[src/rtl/bus_fifo_pkg.sv]
// Shared types and helpers for the bus port FIFO pair.
// Used by sync_fifo_fwft and bus_port_fifo (see BUS_PORT_FIFO_STATS_EN in the top).
package bus_fifo_pkg;

    typedef enum logic [1:0] {
        EMPTY,
        PARTIAL,
        FULL
    } fifo_state_e;

    localparam int unsigned OVF_TX = 0;
    localparam int unsigned OVF_RX = 1;

    // Pointer advance that wraps at depth-1, so non-power-of-2 depths work.
    function automatic int unsigned ptr_inc(input int unsigned ptr, input int unsigned depth);
        return (ptr == depth - 1) ? 0 : ptr + 1;
    endfunction

endpackage

[src/rtl/sync_fifo_fwft.sv]
// Single-clock first-word-fall-through FIFO with sticky overflow flag.
// Output reads 0 when empty; push while full is accepted only if a pop happens the same cycle.
module sync_fifo_fwft
    import bus_fifo_pkg::*;
#(
    parameter int unsigned pckg_sz = 4,
    parameter int unsigned depth   = 8
) (
    input  logic                       clk,
    input  logic                       reset,
    input  logic                       wr,
    input  logic [pckg_sz-1:0]         din,
    input  logic                       rd,
    output logic [pckg_sz-1:0]         dout,
    output logic                       empty,
    output logic                       full,
    output logic                       ovf,
    output logic [$clog2(depth+1)-1:0] count
);

    localparam int unsigned PtrW = (depth > 1) ? $clog2(depth) : 1;
    localparam int unsigned CntW = $clog2(depth + 1);

    logic [pckg_sz-1:0] mem [depth];
    logic [PtrW-1:0]    rd_ptr_q, wr_ptr_q;
    logic [CntW-1:0]    count_q;
    logic               ovf_q;
    fifo_state_e        state;
    logic               do_rd, do_wr;

    always_comb begin
        state = PARTIAL;
        if (count_q == '0) begin
            state = EMPTY;
        end else if (count_q == CntW'(depth)) begin
            state = FULL;
        end
    end

    assign empty = (state == EMPTY);
    assign full  = (state == FULL);

    // A pop frees the slot, so a simultaneous push into a full FIFO still lands.
    assign do_rd = rd && !empty;
    assign do_wr = wr && (!full || do_rd);

    always_ff @(posedge clk or negedge reset) begin
        if (!reset) begin
            rd_ptr_q <= '0;
            wr_ptr_q <= '0;
            count_q  <= '0;
            ovf_q    <= 1'b0;
        end else begin
            if (do_wr) begin
                wr_ptr_q <= PtrW'(ptr_inc(32'(wr_ptr_q), depth));
            end
            if (do_rd) begin
                rd_ptr_q <= PtrW'(ptr_inc(32'(rd_ptr_q), depth));
            end
            if (do_wr && !do_rd) begin
                count_q <= count_q + 1'b1;
            end else if (do_rd && !do_wr) begin
                count_q <= count_q - 1'b1;
            end
            if (wr && full && !rd) begin
                ovf_q <= 1'b1;
            end
        end
    end

    always_ff @(posedge clk) begin
        if (do_wr) begin
            mem[wr_ptr_q] <= din;
        end
    end

    assign dout  = empty ? '0 : mem[rd_ptr_q];
    assign ovf   = ovf_q;
    assign count = count_q;

endmodule

[src/rtl/bus_port_fifo.sv]
// TX/RX FIFO pair between a device and one bus port.
// Define BUS_PORT_FIFO_STATS_EN to add accepted/dropped packet counters.
module bus_port_fifo
    import bus_fifo_pkg::*;
#(
    parameter int unsigned pckg_sz = 4,
    parameter int unsigned depth   = 8
) (
    input  logic               clk,
    input  logic               reset,
    input  logic               dev_push,
    input  logic [pckg_sz-1:0] dev_din,
    output logic               tx_full,
    output logic               pndng,
    output logic [pckg_sz-1:0] D_pop,
    input  logic               pop,
    input  logic               push,
    input  logic [pckg_sz-1:0] D_push,
    input  logic               dev_pop,
    output logic [pckg_sz-1:0] dev_dout,
    output logic               rx_pndng,
`ifdef BUS_PORT_FIFO_STATS_EN
    output logic [15:0]        tx_cnt_total,
    output logic [15:0]        rx_cnt_total,
    output logic [7:0]         drop_cnt,
`endif
    output logic [1:0]         ovf
);

    localparam int unsigned CntW = $clog2(depth + 1);

    logic            tx_empty, rx_empty, rx_full;
    logic            tx_ovf, rx_ovf;
    logic [CntW-1:0] tx_count, rx_count;

    sync_fifo_fwft #(
        .pckg_sz (pckg_sz),
        .depth   (depth)
    ) tx_fifo_i (
        .clk   (clk),
        .reset (reset),
        .wr    (dev_push),
        .din   (dev_din),
        .rd    (pop),
        .dout  (D_pop),
        .empty (tx_empty),
        .full  (tx_full),
        .ovf   (tx_ovf),
        .count (tx_count)
    );

    sync_fifo_fwft #(
        .pckg_sz (pckg_sz),
        .depth   (depth)
    ) rx_fifo_i (
        .clk   (clk),
        .reset (reset),
        .wr    (push),
        .din   (D_push),
        .rd    (dev_pop),
        .dout  (dev_dout),
        .empty (rx_empty),
        .full  (rx_full),
        .ovf   (rx_ovf),
        .count (rx_count)
    );

    assign pndng       = !tx_empty;
    assign rx_pndng    = !rx_empty;
    assign ovf[OVF_TX] = tx_ovf;
    assign ovf[OVF_RX] = rx_ovf;

`ifdef BUS_PORT_FIFO_STATS_EN
    logic        tx_acc, rx_acc, tx_drop, rx_drop;
    logic [15:0] tx_tot_q, rx_tot_q;
    logic [7:0]  drop_q;
    logic [8:0]  drop_sum;

    // Mirrors the FIFO accept rule: a full FIFO takes a push only alongside a pop.
    assign tx_acc  = dev_push && ((tx_count != CntW'(depth)) || (pop && tx_count != '0));
    assign rx_acc  = push && ((rx_count != CntW'(depth)) || (dev_pop && rx_count != '0));
    assign tx_drop = dev_push && tx_full && !pop;
    assign rx_drop = push && rx_full && !dev_pop;

    assign drop_sum = {1'b0, drop_q} + 9'(tx_drop) + 9'(rx_drop);

    always_ff @(posedge clk or negedge reset) begin
        if (!reset) begin
            tx_tot_q <= '0;
            rx_tot_q <= '0;
            drop_q   <= '0;
        end else begin
            tx_tot_q <= tx_tot_q + 16'(tx_acc);
            rx_tot_q <= rx_tot_q + 16'(rx_acc);
            drop_q   <= (drop_sum > 9'd255) ? 8'd255 : drop_sum[7:0];
        end
    end

    assign tx_cnt_total = tx_tot_q;
    assign rx_cnt_total = rx_tot_q;
    assign drop_cnt     = drop_q;
`endif

endmodule

[config.mk]
export PLATFORM = sky130hd
export DESIGN_NAME = bus_port_fifo
export DESIGN_NICKNAME = d
export VERILOG_FILES = /design/src/rtl/bus_fifo_pkg.sv /design/src/rtl/sync_fifo_fwft.sv /design/src/rtl/bus_port_fifo.sv
export SDC_FILE = /design/constraint.sdc
export NUM_CORES = 1
export LEC_CHECK = 0
export CORE_ASPECT_RATIO = 1.4
export CORE_MARGIN = 5
export CORE_UTILIZATION = 53
export CTS_CLUSTER_DIAMETER = 50
export DETAILED_ROUTE_END_ITERATION = 8
export MAX_ROUTING_LAYER = met4
export PLACE_DENSITY = 0.76
export SYNTH_ARGS = -nofsm -noshare
export SYNTH_HDL_FRONTEND = slang
export SYNTH_SLANG_ARGS = --single-unit
[constraint.sdc]
create_clock -name clk -period 2.48 [get_ports clk]
set_input_delay 0.496 -clock clk [delete_from_list [all_inputs] [get_ports clk]]
set_output_delay 0.496 -clock clk [all_outputs]
set_load 0.01 [all_outputs]
==> impl_metrics.toml <==
[outcome]
outcome = "complete, no violations"

[worst_setup_path]
crit_path_start_kind = "flip-flop"
worst_setup_path_end_kind = "flip-flop"
critical_path_class = "flip-flop to flip-flop"
crit_path_max_fanout = 3
worstPathArrival_ns = 2.69
worstPathRequired_ns = 2.70

[routing]
drc = 0
vias_per_cell = 5.627
drt_iter0_drc = 90
num_vias = 2290
wl_per_cell_um = 17.79
wl_um = 7239
drt_pass1_iterations = 4
antenna_left = 0

[clock_network]
clockRootBuffer = "clkbuf_8"
cts_tree = "built"
cts_made_buffers = 9
clk_path_buf_depth = 2
cts.sinks = 86
clkSlewWorstSetupHoldPaths_ns = 0.09
htree_levels = 3
insertion_delay_ns = 0.36

[floorplan]
fp.dieW_um = 82.03
fp.dieH_um = 110.8
core_area_um2 = 7027
num_rows = 36
fp.dieArea_um2 = 9093
io_pins = 27
initial_core_util_pct = 54.79

[final_layout]
layout-drive-gt1-share_pct = 35.90
final_area_um2 = 4795
post-route-util_pct = 68.23
fin_nets = 337
diodes = 0
area_delta_synth_final_pct = 24.54

[yosys]
syn_area_um2 = 3850
syn_nets = 264
synth_seq_cells = 86
syn_inst = 234
synth_cell_types = 36
yosysSeqAreaShare_pct = 64.22
synth.avg_cell_area_um2 = 16.45
synth-main-ff-cell = "edfxtp_1"
ys_warn_count = 0
synth_edf_count = 64
synthArstFlopShare_pct = 25.58

[timing]
fin_crit_sh_pct = 99.49
period_needed_ns = 2.467
slew_violations = 0
clock_skew_ns = 0.01230
max_slew_margin_pct = 69.82
final-hold-violation-count = 0
rsz0062_at_grt = "true"
max_freq_mhz = 405.3
worstMarginPinSlew_ns = 0.4527
finalSetupViolCount = 0
fin_ws_ns = 0.01274

[power]
p_int_mw = 3.651
power_density_nw_per_um2 = 1156
seq_power_share_pct = 40.5
power.share.clock_pct = 16.0
sw_frac_of_total_pct = 34.11
power.share.combinational_pct = 43.5
ir_drop_v = 0.0007185
p_sw_mw = 1.890
leakage_nw = 1.773

[hold_path]
hold_path.class = "flip-flop to flip-flop"

[placement]
place_area_um2 = 4561
dp_hpwl_um = 5217
io_buffers = 26
finalWeightedCongestion = 0.8249
dpl_worst_slack_ns = -0.1148

[global_route]
grt_usage_pct = 17.49
first_global_vias = 2445
grt_pass1_wl_um = 11590
antenna_found_initial = 0
grt_max_degree = 23
grt-ovfl-total = 0

[flow_run]
max_cap_violations = 0
[area by class of cell]
class	count	area [µm²]
fillers	511	2232
multi-input cells	134	1385
repair buffers	70	610.6
clock buffers	9	123.9
flip-flops and latches	86	2477
clock inverters	7	56.30
well taps	95	118.9
inverters	6	22.52
[what timing repair did]
action	CTS	global route
cloned	0	1
setup buffers	2	0
setup endpoints to repair	9	8
hold buffers	0	0
gates resized for setup	25	8
pin swaps	3	3
[registers in the layout (all words and copies together), names as in the netlist]
register and flops:
tx_fifo_i.rd_ptr_q 3, tx_fifo_i.ovf 1, rx_fifo_i.wr_ptr_q 3, tx_fifo_i.count 4, rx_fifo_i.rd_ptr_q 3, rx_fifo_i.mem 32, rx_fifo_i.count 4, rx_fifo_i.ovf 1
tx_fifo_i.wr_ptr_q 3, tx_fifo_i.mem 32
[cell families after synthesis]
kind of cell | Yosys count | synth area share (%)
adders and majority gates | 16 | 5.590
and+or+nand+nor | 55 | 7.832
DFF | 86 | 64.22
buffers and inverters | 14 | 1.625
muxes | 30 | 13.39
xor gates and xnor gates | 4 | 0.9099
AOI/OAI and AO/OA | 29 | 6.435
[power groups by stage]
stage	Clock, mW	Combinational (mW)	Sequential, mW
global placement	0	2.33	2.23
finish	0.888	2.41	2.24
detailed placement	0	2.39	2.25
floorplan	0	1.51	2.16
global route	0.973	2.67	2.29
CTS	0.910	2.36	2.23
[critical path: stages, from the launching register on]
cell      delay, ns
dfrtp_1        0.38
buf_4          0.14
or4b_4         0.50
o21ai_4        0.15
inv_1          0.06
ha_2           0.19
inv_2          0.07
ha_4           0.20
or4_1          0.47
o211ai_1       0.09
o211ai_1       0.10
[final timing paths]
| check | end | start | depth (start not counted) | slack, ns |
|---|---|---|---|---|
| setup / recovery | tx_fifo_i.count[3]$_DFFE_PN0P_ | tx_fifo_i.count[0]$_DFFE_PN0P_ | 10 | 0.01 |
| min in group asynchronous | rx_fifo_i.wr_ptr_q[1]$_DFFE_PN0P_ | reset | 2 | 0.48 |
| max in group asynchronous | rx_fifo_i.count[1]$_DFFE_PN0P_ | reset | 2 | 1.73 |
| hold / removal | tx_fifo_i.ovf$_DFFE_PN0P_ | tx_fifo_i.ovf$_DFFE_PN0P_ | 1 | 0.47 |
| hold reg to reg | tx_fifo_i.ovf$_DFFE_PN0P_ | tx_fifo_i.ovf$_DFFE_PN0P_ | 1 | 0.47 |
| setup reg to reg | tx_fifo_i.count[3]$_DFFE_PN0P_ | tx_fifo_i.count[0]$_DFFE_PN0P_ | 10 | 0.01 |
[per-stage QoR]
stage / total power, mW / setup TNS (ns) / std cells / hold slack (ns)
global placement: 4.556 / -0.07176 / 388 / 0.4431
floorplan: 3.667 / -0.1147 / 234 / 0.2004
detailed placement: 4.648 / -0.1601 / 388 / 0.4546
finish: 5.541 / 0 / 407 / 0.4672
global route: 5.933 / -0.1027 / 407 / 0.5017
CTS: 5.501 / -0.09538 / 406 / 0.4767
[synthesized netlist by cell type, types with 4 or more instances]
cell | instances | area (µm²)
edfxtp_1 | 64 | 1922
dfrtp_1 | 22 | 550.5
mux4_2 | 16 | 360.4
ha_1 | 14 | 175.2
mux2_2 | 12 | 135.1
nor2_1 | 11 | 41.29
nor3_1 | 10 | 50.05
a22o_1 | 8 | 70.07
nand2_1 | 8 | 30.03
inv_1 | 6 | 22.52
o211ai_1 | 6 | 45.04
nand2b_1 | 5 | 31.28
a21oi_1 | 4 | 20.02
clkbuf_1 | 4 | 15.01
nand3_1 | 4 | 20.02
xnor2_1 | 4 | 35.03
[placed cells by master (no fill, tap or decap), drive strengths merged, types with 4 or more instances in the layout]
master         Yosys  final
nor2              11     11
mux2              12     12
ha                14     14
dfrtp             22     22
nand2b             5      5
o21ai              5      5
a22o               8      8
buf                4     46
mux4              16     16
o211ai             6      6
xnor2              4      4
nor3              10     10
nand3              4      4
clkdlybuf4s50      0     17
inv                6      8
edfxtp            64     64
a21oi              4      4
nand2              8      8
clkbuf             4     11
[per-layer routing]
layer / wire length [µm] / global-route usage, % / up-vias / share of wire [%]
met5: 0 / - / - / 0
met4: 146 / 7.095 / 0 / 2.0
met3: 233 / 4.146 / 14 / 3.2
met2: 4129 / 29.90 / 41 / 57
met1: 2730 / 19.04 / 1149 / 38
li1: - / - / 1086 / -
(Power assumes the default switching activity.)
